==> src/rtl/sdram_click_tester_pkg.sv <==
// rtl/sdram_click_tester_pkg.sv - shared state encoding, error-count width and test-pattern helper
package sdram_click_tester_pkg;

    typedef enum logic [2:0] {
        ST_IDLE    = 3'd0,
        ST_WR_REQ  = 3'd1,
        ST_WR_WAIT = 3'd2,
        ST_RD_REQ  = 3'd3,
        ST_RD_WAIT = 3'd4,
        ST_DONE    = 3'd5
    } state_t;

    localparam int ERR_W = 8;

    // Word idx of the pattern: seed + idx, wrapped to the data width.
    function automatic logic [31:0] pattern_word(input logic [31:0] seed,
                                                 input logic [31:0] idx,
                                                 input int          width);
        logic [31:0] sum;
        sum = seed + idx;
        if (width < 32) begin
            sum = sum & ((32'd1 << width) - 32'd1);
        end
        return sum;
    endfunction

endpackage

==> src/rtl/sdram_click_tester_rise_detect.sv <==
// rtl/sdram_click_tester_rise_detect.sv - registered copy of a level plus a rising-edge pulse
module sdram_click_tester_rise_detect (
    input  logic clk,
    input  logic rst_n,
    input  logic level,
    output logic rise
);

    logic level_q;

    // Reset value 0 makes a level already high at reset release look like an edge.
    always_ff @(posedge clk) begin
        if (!rst_n) begin
            level_q <= 1'b0;
        end else begin
            level_q <= level;
        end
    end

    assign rise = level & ~level_q;

endmodule

==> src/rtl/sdram_click_tester.sv <==
// rtl/sdram_click_tester.sv - click-triggered SDRAM write-then-verify exerciser
module sdram_click_tester
    import sdram_click_tester_pkg::*;
#(
    parameter int                ADDR_W    = 24,
    parameter int                DATA_W    = 16,
    parameter int                NWORDS    = 16,
    parameter logic [ADDR_W-1:0] BASE_ADDR = '0,
    parameter logic [31:0]       SEED      = 32'h0000_A5C3,
    parameter int                TIMEOUT   = 1023
) (
    input  logic              clk,
    input  logic              rst_n,
    input  logic              single,
    input  logic              double,
    input  logic              busy,
    input  logic [DATA_W-1:0] rd_data,
    input  logic              rd_ready,
    output logic              wr_enable,
    output logic [ADDR_W-1:0] wr_addr,
    output logic [DATA_W-1:0] wr_data,
    output logic              rd_enable,
    output logic [ADDR_W-1:0] rd_addr,
    output logic              done,
    output logic              pass,
    output logic              fail,
    output logic [ERR_W-1:0]  err_cnt,
    output logic              tmo
);

    localparam int IDX_W = (NWORDS > 1) ? $clog2(NWORDS) : 1;
    localparam int TW    = (TIMEOUT > 1) ? $clog2(TIMEOUT + 1) : 1;
    localparam logic [IDX_W-1:0] IDX_LAST = IDX_W'(NWORDS - 1);
    localparam logic [TW-1:0]    T_LAST   = TW'(TIMEOUT - 1);
    localparam logic [ERR_W-1:0] ERR_MAX  = '1;

    logic single_rise;
    logic double_rise;

    sdram_click_tester_rise_detect u_single_rise (
        .clk   (clk),
        .rst_n (rst_n),
        .level (single),
        .rise  (single_rise)
    );

    sdram_click_tester_rise_detect u_double_rise (
        .clk   (clk),
        .rst_n (rst_n),
        .level (double),
        .rise  (double_rise)
    );

    state_t            state, state_n;
    logic [IDX_W-1:0]  idx, idx_n;
    logic [TW-1:0]     tcnt, tcnt_n;
    logic              combo, combo_n;
    logic              seen, seen_n;
    logic              wr_enable_n, rd_enable_n;
    logic [ADDR_W-1:0] wr_addr_n, rd_addr_n;
    logic [DATA_W-1:0] wr_data_n;
    logic              done_n, pass_n, fail_n, tmo_n;
    logic [ERR_W-1:0]  err_n, err_next;

    logic [DATA_W-1:0] exp_word;
    logic [ADDR_W-1:0] cur_addr;
    logic              last;

    assign exp_word = DATA_W'(pattern_word(SEED, 32'(idx), DATA_W));
    assign cur_addr = BASE_ADDR + ADDR_W'(idx);
    assign last     = (idx == IDX_LAST);

    always_ff @(posedge clk) begin
        if (!rst_n) begin
            state     <= ST_IDLE;
            idx       <= '0;
            tcnt      <= '0;
            combo     <= 1'b0;
            seen      <= 1'b0;
            wr_enable <= 1'b0;
            wr_addr   <= '0;
            wr_data   <= '0;
            rd_enable <= 1'b0;
            rd_addr   <= '0;
            done      <= 1'b0;
            pass      <= 1'b0;
            fail      <= 1'b0;
            err_cnt   <= '0;
            tmo       <= 1'b0;
        end else begin
            state     <= state_n;
            idx       <= idx_n;
            tcnt      <= tcnt_n;
            combo     <= combo_n;
            seen      <= seen_n;
            wr_enable <= wr_enable_n;
            wr_addr   <= wr_addr_n;
            wr_data   <= wr_data_n;
            rd_enable <= rd_enable_n;
            rd_addr   <= rd_addr_n;
            done      <= done_n;
            pass      <= pass_n;
            fail      <= fail_n;
            err_cnt   <= err_n;
            tmo       <= tmo_n;
        end
    end

    // Result flags are set on the transition into DONE so done/pass/fail/tmo move together.
    always_comb begin
        state_n     = state;
        idx_n       = idx;
        tcnt_n      = tcnt;
        combo_n     = combo;
        seen_n      = seen;
        wr_enable_n = 1'b0;
        rd_enable_n = 1'b0;
        wr_addr_n   = wr_addr;
        wr_data_n   = wr_data;
        rd_addr_n   = rd_addr;
        done_n      = done;
        pass_n      = pass;
        fail_n      = fail;
        tmo_n       = tmo;
        err_n       = err_cnt;
        err_next    = err_cnt;

        case (state)
            ST_IDLE: begin
                if (single_rise || double_rise) begin
                    done_n  = 1'b0;
                    pass_n  = 1'b0;
                    fail_n  = 1'b0;
                    tmo_n   = 1'b0;
                    err_n   = '0;
                    idx_n   = '0;
                    combo_n = single_rise & double_rise;
                    state_n = single_rise ? ST_WR_REQ : ST_RD_REQ;
                end
            end

            ST_WR_REQ: begin
                if (!busy) begin
                    wr_enable_n = 1'b1;
                    wr_addr_n   = cur_addr;
                    wr_data_n   = exp_word;
                    tcnt_n      = '0;
                    seen_n      = 1'b0;
                    state_n     = ST_WR_WAIT;
                end
            end

            ST_WR_WAIT: begin
                tcnt_n = tcnt + 1'b1;
                if (seen && !busy) begin
                    if (!last) begin
                        idx_n   = idx + 1'b1;
                        state_n = ST_WR_REQ;
                    end else if (combo) begin
                        idx_n   = '0;
                        combo_n = 1'b0;
                        state_n = ST_RD_REQ;
                    end else begin
                        done_n  = 1'b1;
                        pass_n  = 1'b0;
                        fail_n  = 1'b0;
                        state_n = ST_DONE;
                    end
                end else if (tcnt == T_LAST) begin
                    tmo_n   = 1'b1;
                    fail_n  = 1'b1;
                    pass_n  = 1'b0;
                    done_n  = 1'b1;
                    combo_n = 1'b0;
                    state_n = ST_DONE;
                end else if (busy) begin
                    seen_n = 1'b1;
                end
            end

            ST_RD_REQ: begin
                if (!busy) begin
                    rd_enable_n = 1'b1;
                    rd_addr_n   = cur_addr;
                    tcnt_n      = '0;
                    state_n     = ST_RD_WAIT;
                end
            end

            ST_RD_WAIT: begin
                tcnt_n = tcnt + 1'b1;
                if (rd_ready) begin
                    if (rd_data != exp_word && err_cnt != ERR_MAX) begin
                        err_next = err_cnt + 1'b1;
                    end
                    err_n = err_next;
                    if (!last) begin
                        idx_n   = idx + 1'b1;
                        state_n = ST_RD_REQ;
                    end else begin
                        done_n  = 1'b1;
                        pass_n  = (err_next == '0);
                        fail_n  = (err_next != '0);
                        state_n = ST_DONE;
                    end
                end else if (tcnt == T_LAST) begin
                    tmo_n   = 1'b1;
                    fail_n  = 1'b1;
                    pass_n  = 1'b0;
                    done_n  = 1'b1;
                    state_n = ST_DONE;
                end
            end

            ST_DONE: begin
                state_n = ST_IDLE;
            end

            default: begin
                state_n = ST_IDLE;
            end
        endcase
    end

endmodule

==> config.mk <==
export PLATFORM = sky130hd
export DESIGN_NAME = sdram_click_tester
export DESIGN_NICKNAME = d
export VERILOG_FILES = /design/src/rtl/sdram_click_tester_pkg.sv /design/src/rtl/sdram_click_tester_rise_detect.sv /design/src/rtl/sdram_click_tester.sv
export SDC_FILE = /design/constraint.sdc
export NUM_CORES = 1
export LEC_CHECK = 0
export ABC_CLOCK_PERIOD_IN_PS = 3700
export BUFFER_PORTS_ARGS = -buffer_cell sky130_fd_sc_hd__buf_2
export CAP_MARGIN = 20
export CORE_ASPECT_RATIO = 1.1
export CORE_UTILIZATION = 42
export DETAILED_ROUTE_END_ITERATION = 7
export PLACE_DENSITY = 0.68
export SKIP_CTS_REPAIR_TIMING = 1
export SYNTH_ARGS = -nofsm -noshare
export SYNTH_HDL_FRONTEND = slang
export SYNTH_SLANG_ARGS = --single-unit
==> constraint.sdc <==
create_clock -name clk -period 3.7 [get_ports clk]
set_input_delay 1.11 -clock clk [delete_from_list [all_inputs] [get_ports clk]]
set_output_delay 1.11 -clock clk [all_outputs]
set_load 0.02 [all_outputs]
* Word-level counts from Yosys, hierarchy flattened
Cells that the tools add are included.
Storage, ports and cells: register bits after elaboration 59, input port bits 22, output and inout bits 78, word-level logic and storage cells 138
Cells by class: add/sub/neg operators 4, eq/ne operators 24, mux-type cells 61, bitwise operators 6, reductions and logical operators 26
Operators with widths (count):
- $mux W8 | 5
- $mux W1 | 29
- $mux W3 | 9
- $mux W4 | 6
- $ne A2 B2 Y1 const B | 11
- $pmux W10 S2 | 1
- $add A16 B4 Y16 const A | 1
- $ne A16 B16 Y1 | 1
- $pmux W8 S2 | 1
- $ne A3 B3 Y1 const B | 5
- $pmux W3 S5 | 1
- $pmux W1 S3 | 4
- $pmux W4 S3 | 1
- $add A10 B1 Y10 const B | 1
- $eq A10 B10 Y1 const B | 1
- $mux W10 | 1
- $reduce_and A2 Y1 | 5
- $reduce_and A5 Y1 | 2
- $add A8 B1 Y8 const B | 1
- $logic_not A8 Y1 | 1
- $ne A8 B8 Y1 const B | 1
- $reduce_and A4 Y1 | 2
- $reduce_bool A2 Y1 | 4
- $reduce_bool A8 Y1 | 1
- other kinds (17) | 26

* Depth between registers and ports, before layout
Gate-level depths: netlist of run 1.
word-level depth 10, mapped depth 11, depth with buffers taken out 9

* Hierarchy
From an unflattened synthesis of run 1, not the netlist that was laid out.
Unflattened totals: cell total of the unflattened synthesis 379, area total of the unflattened synthesis 3070.4 um^2
By module, submodules not included:
- sdram_click_tester | times used 1, cells each 373, area each 2990.4 um^2, sequential area each 940.9 um^2
- sdram_click_tester_rise_detect | times used 2, cells each 3, area each 40.0 um^2, sequential area each 20.0 um^2

* Least setup slack after synthesis of run 1
Ideal clock, no wire load.
kind input -> register, start input port rd_data[5], end register pass, library setup time 0.117 ns, data arrival time 2.845 ns, required time 3.583 ns, slack 0.738 ns, cell stages on the path 8, buffers on the path 1, path through or4bb_1 > nor4_4 > o2111ai_4 > and2_4 > buf_6 > a31oi_2 > nor4b_2 > a32o_1
Between the ends: word-level cells in the longest chain between the ends 9
RTL lines:
- start, declared | line sdram_click_tester.sv:17 | input logic [DATA_W-1:0] rd_data,
- $ne A16 B16 Y1 | line sdram_click_tester.sv:193 | if (rd_data != exp_word && err_cnt != ERR_MAX) begin
- $logic_and A1 B1 Y1 | line sdram_click_tester.sv:193
- $mux W8 | line sdram_click_tester.sv:193
- $mux W8 | line sdram_click_tester.sv:192 | if (rd_ready) begin
- $mux W8 | line sdram_click_tester.sv:128 | case (state)
- $logic_not A8 Y1 | line sdram_click_tester.sv:202 | pass_n = (err_next == '0);
- $mux W1 | line sdram_click_tester.sv:197 | if (!last) begin
- $mux W1 | line sdram_click_tester.sv:192
- $pmux W1 S3 | line sdram_click_tester.sv:128
- end signal, assigned | line sdram_click_tester.sv:102 | pass <= pass_n;
- end, declared | line sdram_click_tester.sv:25 | output logic pass,
No other way between the ends. The select of a mux whose other input is x is not followed. A chain may end at the register's enable or synchronous reset.

* Worst setup path in the final report of run 1
start input port rd_data[5], end register fail
Between the ends: word-level cells in the longest chain between the ends 9
RTL lines:
- $ne A16 B16 Y1 | line sdram_click_tester.sv:193
- $logic_and A1 B1 Y1 | line sdram_click_tester.sv:193
- $mux W8 | line sdram_click_tester.sv:193
- $mux W8 | line sdram_click_tester.sv:192
- $mux W8 | line sdram_click_tester.sv:128
- $reduce_bool A8 Y1 | line sdram_click_tester.sv:203 | fail_n = (err_next != '0);
- $mux W1 | line sdram_click_tester.sv:197
- $mux W1 | line sdram_click_tester.sv:192
- $pmux W1 S3 | line sdram_click_tester.sv:128
- end signal, assigned | line sdram_click_tester.sv:103 | fail <= fail_n;
- end, declared | line sdram_click_tester.sv:26 | output logic fail,
No other way between the ends. The select of a mux whose other input is x is not followed.

==> results.cfg, run 1 <==
[sta]
timing.hold.ws_ns = 0.463
fmax_ghz = 0.345
final_critical_period_ns = 2.90
timing.final.crit_share_pct = 78.4
max_slew_margin_pct = 34.4
finalClockSkew_ns = 0.00469
unrepaired_setup_endpoints_after_global_routing = false
finalSetupViolations = 0
timing_worst_slew_pin_value_ns = 0.983
report.final.hold_viol_count = 0
final_max_slew_viol_count = 0
timing.setup.tns_ns = 0
setup_slack_ns = 0.799

[final_layout]
fin_cells = 510
final_antenna_diode_count = 0
final_layout_size_suffix_gt1_share_pct = 18.6
finish.net_count = 452
layout.core_utilization_pct = 46.4
area_growth_syn_to_layout_pct = 6.22
n_fill_cell = 720

[place]
post-place-ws_ns = 0.471
place_inst = 503
io_buffer_count = 54
gpl.final_weighted_congestion = 0.829
post-dp-hpwl_mm = 4.76

[logic_synthesis]
postSynth.topFlopCell = sky130_fd_sc_hd__dfxtp_1
multiplexer_area_fraction_after_synthesis_pct = 2.32
synth_area_mm2 = 0.00308
synthAdderAreaFrac_pct = 2.03
synth_top_family_by_area = simple AND/OR/NAND/NOR gates
ys_warn_count = 0
netlist-cell-type-count = 63
synth_simple_gate_area_share_pct = 25.4
synth-compound-area-share_pct = 18.3
xor_and_xnor_area_share_after_synthesis_pct = 3.98
synth_area_leader_cell = sky130_fd_sc_hd__dfxtp_1
synth-async-reset-ratio_pct = 0
synth_edf_count = 0
synth.yosys.seq_area_share_pct = 31.9
synthesis.instances = 387
synth.avg_cell_area_um2 = 7.95
yosys_register_bits = 49
synthTopCellsByArea = sky130_fd_sc_hd__dfxtp_1 32%, sky130_fd_sc_hd__buf_4 12%, sky130_fd_sc_hd__nor2_1 5.7%
synthDominantCellAreaShare_pct = 31.9

[drt]
avgViaCountPerCell = 5.19
wl_met1_mm = 3.08
totalWireLength_mm = 6.51
detailedRoute.firstPassIterationCount = 4
route.detailed.drc = 0
routedWlPerCell_um = 12.8
routed-wl-met2_mm = 3.09
via_count = 2646
drt.antenna.violating_nets = 0
initialDrtViolationCount = 193
routed-wl-met3_um = 301
maxUsedRoutingLayer = met4

[outcome]
run_status = finished clean

[critical_path]
setup.worst_path.end = fail
setup.worst_path.start_class = input pin
r2r_setup_slack_ns = 0.82
worst-endpoint-required_ns = 3.85
slowest_delay_ns = 0.54
critical_path_peak_fanout = 10
worst_setup_path_startpoint = rd_data[5]
r2r_start = idx[0]
crit_type = in2reg
worst_r2r_endpoint = fail
worst_ep_arrival_time_ns = 3.05
ff2ff_path_depth = 9
setup.worst_path.end_class = flip-flop
worstPathCellList = buf_2 -> or4bb_1 -> nor4_4 -> o2111ai_4 -> a211oi_1 -> a31oi_1 -> nor4b_2 -> o32ai_2
slowest_stage = sky130_fd_sc_hd__or4bb_1

[power_and_ir_drop]
power_leakage_nw = 1.41
power.ir.vdd_worst_mv = 0.218
power-per-cell-area_mw_per_mm2 = 406

[floorplanning]
die_y_um = 91.8
core.rowCount = 32
die-width_um = 83.6
fp.coreArea_mm2 = 0.00705
die_area_mm2 = 0.00768
io-pin-count = 100
start_util_pct = 43.7

[global_route]
grt_start_max_net_pins = 32
gr_util_all_layers_pct = 16.8
grt_first_pass_wirelength_mm = 10.8
via_count_of_the_first_global_routing_pass = 2229
antenna_violations_before_repair = 0
overflow = 0

[clock_tree]
cts_max_path_buffers = 2
cts_htree_levels = 2
cts_buffers = 5
clkSinkCount = 49
tritoncts = done
clkSlewWorstSetupHoldPaths_ns = 0.09
clock-root-buffer = sky130_fd_sc_hd__clkbuf_8
clkLatencyLatePin_ns = 0.30

[job]
maxCapViolations = 0

[min_path]
holdCritPathClass = reg2reg
-- worst min path at each step --
stage	endpoint	slack (ns)	start	depth (start not counted)
floorplan	tcnt[8]	0.45	tcnt[8]	2
global placement	wr_data[2]	0.44	wr_data[2]	2
detailed placement	wr_data[2]	0.45	wr_data[2]	2
CTS	wr_data[2]	0.46	wr_data[2]	2
global route	wr_addr[0]	0.50	wr_addr[0]	2
finish	wr_addr[2]	0.46	wr_addr[2]	2
-- Yosys cell counts, types with 7 or more instances --
library cell and n:
sky130_fd_sc_hd__buf_4 50, sky130_fd_sc_hd__dfxtp_1 49, sky130_fd_sc_hd__nor2_1 47, sky130_fd_sc_hd__nand2_1 40, sky130_fd_sc_hd__a21oi_1 30, sky130_fd_sc_hd__o21ai_0 14
sky130_fd_sc_hd__clkbuf_1 13, sky130_fd_sc_hd__nor3_1 11, sky130_fd_sc_hd__nand3_1 10, sky130_fd_sc_hd__and3_1 9, sky130_fd_sc_hd__inv_1 8, sky130_fd_sc_hd__nand2b_1 7
sky130_fd_sc_hd__xnor2_1 7, sky130_fd_sc_hd__xor2_1 7
-- placed cells by master (no fill, tap or decap), types with 3 or more instances in the layout --
| cell type | netlist | routed |
|---|---|---|
| sky130_fd_sc_hd__a211oi_1 | 3 | 3 |
| sky130_fd_sc_hd__a21oi_1 | 30 | 30 |
| sky130_fd_sc_hd__a31oi_1 | 4 | 4 |
| sky130_fd_sc_hd__and2_1 | 5 | 5 |
| sky130_fd_sc_hd__and3_1 | 9 | 9 |
| sky130_fd_sc_hd__buf_2 | 2 | 54 |
| sky130_fd_sc_hd__clkbuf_8 | 0 | 5 |
| sky130_fd_sc_hd__conb_1 | 1 | 45 |
| sky130_fd_sc_hd__dfxtp_1 | 49 | 49 |
| sky130_fd_sc_hd__ha_1 | 5 | 5 |
| sky130_fd_sc_hd__inv_1 | 8 | 8 |
| sky130_fd_sc_hd__mux2i_1 | 6 | 6 |
| sky130_fd_sc_hd__nand2_1 | 40 | 40 |
| sky130_fd_sc_hd__nand2b_1 | 7 | 7 |
| sky130_fd_sc_hd__nand3_1 | 10 | 10 |
| sky130_fd_sc_hd__nand4_1 | 3 | 3 |
| sky130_fd_sc_hd__nor2_1 | 47 | 47 |
| sky130_fd_sc_hd__nor3_1 | 11 | 11 |
| sky130_fd_sc_hd__o211ai_1 | 3 | 3 |
| sky130_fd_sc_hd__o21ai_0 | 14 | 14 |
| sky130_fd_sc_hd__xnor2_1 | 7 | 7 |
| sky130_fd_sc_hd__xor2_1 | 7 | 7 |
-- through the flow --
| step | cell area (um2) | total power [mW] |
|---|---|---|
| floorplan | 3240 | 0.923 |
| finish | 3270 | 1.33 |
| global placement | 3170 | 0.959 |
| CTS | 3270 | 1.34 |
| global route | 3270 | 1.40 |
| detailed placement | 3170 | 0.962 |
-- report_power, final --
part / total [mW] / switching [mW] / leakage (nW) / internal [mW]
sequential: 0.595 / 0.0427 / 0.397 / 0.552
clock: 0.373 / 0.176 / 0.0540 / 0.197
combinational: 0.359 / 0.236 / 0.960 / 0.123
total: 1.33 / 0.455 / 1.41 / 0.871
-- sequential cells by signal, indices dropped and copies added, names as in the netlist, 3 cells and up --
| register | count |
|---|---|
| state | 3 |
| tcnt | 10 |
| wr_addr | 4 |
| err_cnt | 8 |
| rd_addr | 4 |
| wr_data | 6 |
| idx | 4 |
-- metal layers --
layer / GRT usage [%] / vias to the layer above
li1: - / 1324
met3: 2.97 / 5
met1: 23.2 / 1226
met5: 0 / -
met2: 27.9 / 91
met4: 2.54 / 0
-- critical path: cells and delay by family --
family,cells,cell delay [ns]
AOI/OAI and AO/OA,4,0.76
and+or+nand+nor,3,1.08
buffers and inverters,1,0.10
-- final cells by class --
type	count	area, um2	share of cell area [%]
Tap cell	85	106	3.25
Inverter	8	30.0	0.918
Clock buffer	5	68.8	2.10
Multi-Input combinational cell	306	1770	54.2
Timing Repair Buffer	55	278	8.50
Sequential cell	49	981	30.0
Clock inverter	2	35.0	1.07
-- cells by family (layout without fill, tap and decap cells) --
logic type,after synthesis,in the layout
flops,49,49
xor+xnor,14,14
fa+ha+maj,5,5
buf+inv,76,70
simple gates,154,154
mux,7,7
compound gates,81,81
other cells,1,45
No activity file was read; power rests on OpenSTA's default activity.
==> run 2, diff against run 1 <==
--- a/config.mk
+++ b/config.mk
@@ -5,7 +5,7 @@
 export SDC_FILE = /design/constraint.sdc
 export NUM_CORES = 1
 export LEC_CHECK = 0
-export ABC_CLOCK_PERIOD_IN_PS = 3700
+export ABC_CLOCK_PERIOD_IN_PS = 2700
 export BUFFER_PORTS_ARGS = -buffer_cell sky130_fd_sc_hd__buf_2
 export CAP_MARGIN = 20
 export CORE_ASPECT_RATIO = 1.1
==> constraint.sdc (replaced) <==
create_clock -name clk -period 2.7 [get_ports clk]
set_input_delay 0.81 -clock clk [delete_from_list [all_inputs] [get_ports clk]]
set_output_delay 0.81 -clock clk [all_outputs]
set_load 0.02 [all_outputs]
==> run 2 against run 1 <==
Compared with the run above: combinational power is 49% higher; count of clock-buffer cells in the layout is 2 higher; core utilization is 1.9 points higher; clock skew is 0.0042 ns higher.
==> results.cfg, run 2 (synthesized netlist as in run 1, its figures left out) <==
[min_path]
hold_path_end = wr_addr[2]
holdCritPathClass = reg2reg
worst_hold_startpoint = wr_addr[2]
min_delay_path_depth = 2

[final_layout]
finish.net_count = 468
n_fill_cell = 727
top_register = tcnt
final_common_cell = sky130_fd_sc_hd__buf_2
fin_cells = 527
final_antenna_diode_count = 0
final_layout_size_suffix_gt1_share_pct = 21.5
mostFrequentLayoutCells = 54 x sky130_fd_sc_hd__buf_2, 49 x sky130_fd_sc_hd__dfxtp_1, 47 x sky130_fd_sc_hd__nor2_1, 45 x sky130_fd_sc_hd__conb_1, 40 x sky130_fd_sc_hd__nand2_1
largestRegisters = tcnt: 10 flops, err_cnt: 8 flops, wr_data: 6 flops
largest_register_ff_count = 10
area_growth_syn_to_layout_pct = 10.5
finalInstanceArea_mm2 = 0.00340

[floorplanning]
fp.coreArea_mm2 = 0.00705
die_y_um = 91.8
core.rowCount = 32
die-width_um = 83.6
io-pin-count = 100
start_util_pct = 43.7
die_area_mm2 = 0.00768

[power_and_ir_drop]
report.power.total_mw = 1.89
power_report.internal_total_mw = 1.25
pwr-share-comb_pct = 28.3
power_leakage_nw = 1.50
netSwitchingPower_uw = 638
power.share.switching_pct = 33.8
power.share.clock_pct = 29.1
power.sequential.fraction_pct = 42.6
power.ir.vdd_worst_mv = 0.258
power-per-cell-area_mw_per_mm2 = 555

[sta]
finalClockSkew_ns = 0.00893
setup_slack_ns = 0.177
timing.final.crit_share_pct = 93.4
final_critical_period_ns = 2.52
timing.hold.ws_ns = 0.464
fmax_ghz = 0.396
unrepaired_setup_endpoints_after_global_routing = false
finalSetupViolations = 0
max_slew_margin_pct = 56.3
final_max_slew_viol_count = 0
report.final.hold_viol_count = 0
timing_worst_slew_pin_value_ns = 0.655

[global_route]
antenna_violations_before_repair = 0
grt_start_max_net_pins = 19
overflow = 0
gr_util_all_layers_pct = 17.7
grt_first_pass_wirelength_mm = 11.4
via_count_of_the_first_global_routing_pass = 2504

[critical_path]
crit_type = in2reg
ff2ff_path_depth = 9
worst_setup_path_startpoint = rd_data[5]
worst_r2r_endpoint = fail
worst-endpoint-required_ns = 2.87
setup.worst_path.start_class = input pin
critical_path_peak_fanout = 8
r2r_setup_slack_ns = 0.19
worst_ep_arrival_time_ns = 2.70
setup.worst_path.end_class = flip-flop
r2r_start = idx[0]

[clock_tree]
clkSinkCount = 49
cts_htree_levels = 2
clkSlewWorstSetupHoldPaths_ns = 0.09
clkLatencyLatePin_ns = 0.31
cts_max_path_buffers = 2
tritoncts = done
clock-root-buffer = sky130_fd_sc_hd__clkbuf_8
cts_buffers = 5

[outcome]
run_status = finished clean

[place]
post-place-ws_ns = -0.154
post_dp_cell_area_mm2 = 0.00329
place_inst = 519
gpl.final_weighted_congestion = 0.895
io_buffer_count = 54
post-dp-hpwl_mm = 5.14

[job]
maxCapViolations = 0

[drt]
initialDrtViolationCount = 86
via_count = 2712
detailedRoute.firstPassIterationCount = 4
avgViaCountPerCell = 5.15
route.detailed.drc = 0
totalWireLength_mm = 6.82
drt.antenna.violating_nets = 0
routedWlPerCell_um = 12.9
run 2: changes by cell type in the layout (fill, tap and decap cells not counted), sizes merged:
cell,delta
clkinv,-1
buf,+16
clkbuf,+2
run 2: power groups by stage:
stage / combinational, mW / sequential (mW) / clock, mW
after floorplan: 0.455 / 0.811 / 0
final: 0.534 / 0.805 / 0.549
after global routing: 0.590 / 0.814 / 0.593
after detailed placement: 0.531 / 0.820 / 0
after global placement: 0.524 / 0.820 / 0
after CTS: 0.533 / 0.804 / 0.565
run 2: through the flow:
stage | setup TNS (ns) | utilization, %
detailed placement | -0.390 | 46.6
CTS | 0 | 48.3
global placement | -0.219 | 46.6
global route | 0 | 48.3
floorplan | 0 | -
finish | 0 | 48.3
run 2: worst max path at each step:
stage,depth (start not counted),to,slack [ns]
2_1_floorplan,8,pass,0.04
3_5_place_dp,8,fail,-0.15
5_1_grt,9,fail,0.02
6_report,8,fail,0.18
3_3_place_gp,8,fail,-0.1
4_1_cts,10,fail,0.12
run 2: final cells by class:
| type | count | area, um2 | area share, % |
|---|---|---|---|
| clock inverters | 1 | 30.0 | 0.883 |
| inverters | 8 | 30.0 | 0.883 |
| repair buffers | 71 | 398 | 11.7 |
| flip-flops and latches | 49 | 981 | 28.8 |
| well taps | 85 | 106 | 3.13 |
| clock buffers | 7 | 86.3 | 2.54 |
| multi-input cells | 306 | 1770 | 52.0 |
run 2: worst max-delay path: stages:
cell and delay [ns]:
sky130_fd_sc_hd__buf_2 0.09, sky130_fd_sc_hd__or4bb_1 0.54, sky130_fd_sc_hd__nor4_4 0.20, sky130_fd_sc_hd__o2111ai_4 0.23, sky130_fd_sc_hd__a21oi_1 0.24, sky130_fd_sc_hd__a31oi_2 0.07
sky130_fd_sc_hd__nor4b_2 0.39, sky130_fd_sc_hd__o32ai_2 0.13
run 2: per-layer routing:
metal  GRT usage, %  part of all wire (%)  up-vias
met4           4.52                  0.89        0
met5              0                     0        -
met1           22.8                    46     1265
met2           30.5                    48       80
li1               -                     -     1360
met3           3.42                   4.4        7
==> run 3, diff against run 2 <==
--- a/config.mk
+++ b/config.mk
@@ -8,10 +8,12 @@
 export ABC_CLOCK_PERIOD_IN_PS = 2700
 export BUFFER_PORTS_ARGS = -buffer_cell sky130_fd_sc_hd__buf_2
 export CAP_MARGIN = 20
+export CELL_PAD_IN_SITES_DETAIL_PLACEMENT = 1
+export CELL_PAD_IN_SITES_GLOBAL_PLACEMENT = 2
 export CORE_ASPECT_RATIO = 1.1
-export CORE_UTILIZATION = 42
+export CORE_UTILIZATION = 28
 export DETAILED_ROUTE_END_ITERATION = 7
-export PLACE_DENSITY = 0.68
+export PLACE_DENSITY_LB_ADDON = 0.1
 export SKIP_CTS_REPAIR_TIMING = 1
 export SYNTH_ARGS = -nofsm -noshare
 export SYNTH_HDL_FRONTEND = slang
==> constraint.sdc (replaced) <==
create_clock -name clk -period 2.7 [get_ports clk]
set_input_delay 0.54 -clock clk [delete_from_list [all_inputs] [get_ports clk]]
set_output_delay 0.54 -clock clk [all_outputs]
set_load 0.02 [all_outputs]
==> run 3 against run 2 <==
Compared with the run above: cell count up 10%; clock skew shrank 0.0047 ns; power grew 5.4%.
==> results.cfg, run 3 (synthesized netlist as in run 1, its figures left out) <==
[place]
gpl.final_weighted_congestion = 0.781
post-place-ws_ns = 0.0595
io_buffer_count = 54
post-dp-hpwl_mm = 6.15

[sta]
timing.setup.tns_ns = 0
final_critical_period_ns = 2.52
timing.final.crit_share_pct = 93.4
finalClockSkew_ns = 0.00421
finalSetupViolations = 0
timing_worst_slew_pin_value_ns = 0.516
fmax_ghz = 0.396
report.final.hold_viol_count = 0
setup_slack_ns = 0.178
max_slew_margin_pct = 65.1
final_max_slew_viol_count = 0
unrepaired_setup_endpoints_after_global_routing = false

[global_route]
grt_start_max_net_pins = 32
via_count_of_the_first_global_routing_pass = 2630
gr_util_all_layers_pct = 14.7
grt_first_pass_wirelength_mm = 13.2
antenna_violations_before_repair = 0
overflow = 0

[critical_path]
crit_type = reg2reg
setup.worst_path.end_class = flip-flop
critical_path_peak_fanout = 8
setup.worst_path.start_class = flip-flop
worst_ep_arrival_time_ns = 2.68
worst-endpoint-required_ns = 2.86
r2r_setup_slack_ns = 0.18

[clock_tree]
clock-root-buffer = sky130_fd_sc_hd__clkbuf_16
cts_htree_levels = 2
cts_buffers = 5
clkSinkCount = 49
cts_max_path_buffers = 2
clkLatencyLatePin_ns = 0.29
clkSlewWorstSetupHoldPaths_ns = 0.07
tritoncts = done

[drt]
maxUsedRoutingLayer = met4
routedWlPerCell_um = 14.2
avgViaCountPerCell = 4.67
drt.antenna.violating_nets = 0
initialDrtViolationCount = 72
via_count = 2712
route.detailed.drc = 0
routed-wl-met2_mm = 3.76
wl_met1_mm = 4.02
detailedRoute.firstPassIterationCount = 4
totalWireLength_mm = 8.22
routed-wl-met3_um = 302

[floorplanning]
core.rowCount = 39
die_y_um = 112
start_util_pct = 29.2
die_area_mm2 = 0.0114
die-width_um = 102
fp.coreArea_mm2 = 0.0105
io-pin-count = 100

[final_layout]
finish.net_count = 464
final_common_cell = sky130_fd_sc_hd__buf_2
largest_register_ff_count = 10
final_antenna_diode_count = 0
final_layout_size_suffix_gt1_share_pct = 21.5
area_growth_syn_to_layout_pct = 13.2
largestRegisters = tcnt: 10 flops, err_cnt: 8 flops, wr_data: 6 flops
top_register = tcnt
mostFrequentLayoutCells = 54 x sky130_fd_sc_hd__buf_2, 49 x sky130_fd_sc_hd__dfxtp_1, 47 x sky130_fd_sc_hd__nor2_1, 45 x sky130_fd_sc_hd__conb_1, 40 x sky130_fd_sc_hd__nand2_1

[min_path]
holdCritPathClass = reg2reg

[power_and_ir_drop]
power_leakage_nw = 1.49
power-per-cell-area_mw_per_mm2 = 571
report.power.total_mw = 1.99
power.ir.vdd_worst_mv = 0.267

[job]
maxCapViolations = 0

[outcome]
run_status = finished clean
-- run 3: cell types whose count changed in the layout (fill, tap and decap cells not counted), moves of 2 or more --
cell,delta
sky130_fd_sc_hd__buf_4,-4
sky130_fd_sc_hd__clkbuf_16,+5
sky130_fd_sc_hd__clkinv_4,+2
sky130_fd_sc_hd__clkbuf_8,-6
-- run 3: cell type report --
class / count / area [um2]
clock buffers: 5 / 125
clock inverters: 3 / 22.5
fillers: 1341 / 7060
inverters: 8 / 30.0
multi-input cells: 306 / 1780
flip-flops and latches: 49 / 981
well taps: 143 / 179
repair buffers: 67 / 368
-- run 3: per-stage QoR --
| stage | util (%) | instance area, um2 | hold WS (ns) | instances |
|---|---|---|---|---|
| finish | 33.0 | 3480 | 0.452 | 581 |
| global route | 33.0 | 3480 | 0.466 | 581 |
| CTS | 32.9 | 3470 | 0.456 | 580 |
| detailed placement | 31.5 | 3320 | 0.445 | 572 |
| global placement | 31.5 | 3320 | 0.440 | 572 |
| floorplan | - | 3240 | 0.453 | 431 |
-- run 3: worst paths after layout --
kind                                 start  cells after the start         end
worst max-delay path                idx[0]                     10        fail
worst min-delay path            wr_data[2]                      2  wr_data[2]
worst max register to register      idx[0]                     10        fail
worst min register to register  wr_data[2]                      2  wr_data[2]
-- run 3: routing by layer --
layer | up-vias | GRT usage, %
met4 | 0 | 5.05
met5 | - | 0
met2 | 72 | 24.4
met3 | 7 | 2.32
li1 | 1355 | -
met1 | 1278 | 19.2
-- run 3: critical path, stage by stage (launching register included) --
cell                        delay, ns
sky130_fd_sc_hd__dfxtp_1         0.34
sky130_fd_sc_hd__inv_1           0.07
sky130_fd_sc_hd__ha_2            0.23
sky130_fd_sc_hd__or3_4           0.39
sky130_fd_sc_hd__a221oi_4        0.31
sky130_fd_sc_hd__o2111ai_4       0.20
sky130_fd_sc_hd__buf_4           0.21
sky130_fd_sc_hd__mux2i_1         0.11
sky130_fd_sc_hd__nor2_1          0.10
sky130_fd_sc_hd__nor4b_2         0.30
sky130_fd_sc_hd__o32ai_2         0.13
-- run 3: power breakdown --
part / total [mW] / internal (mW) / switching, mW
sequential: 0.806 / 0.757 / 0.0495
combinational: 0.544 / 0.189 / 0.355
clock: 0.640 / 0.346 / 0.294
total: 1.99 / 1.29 / 0.699
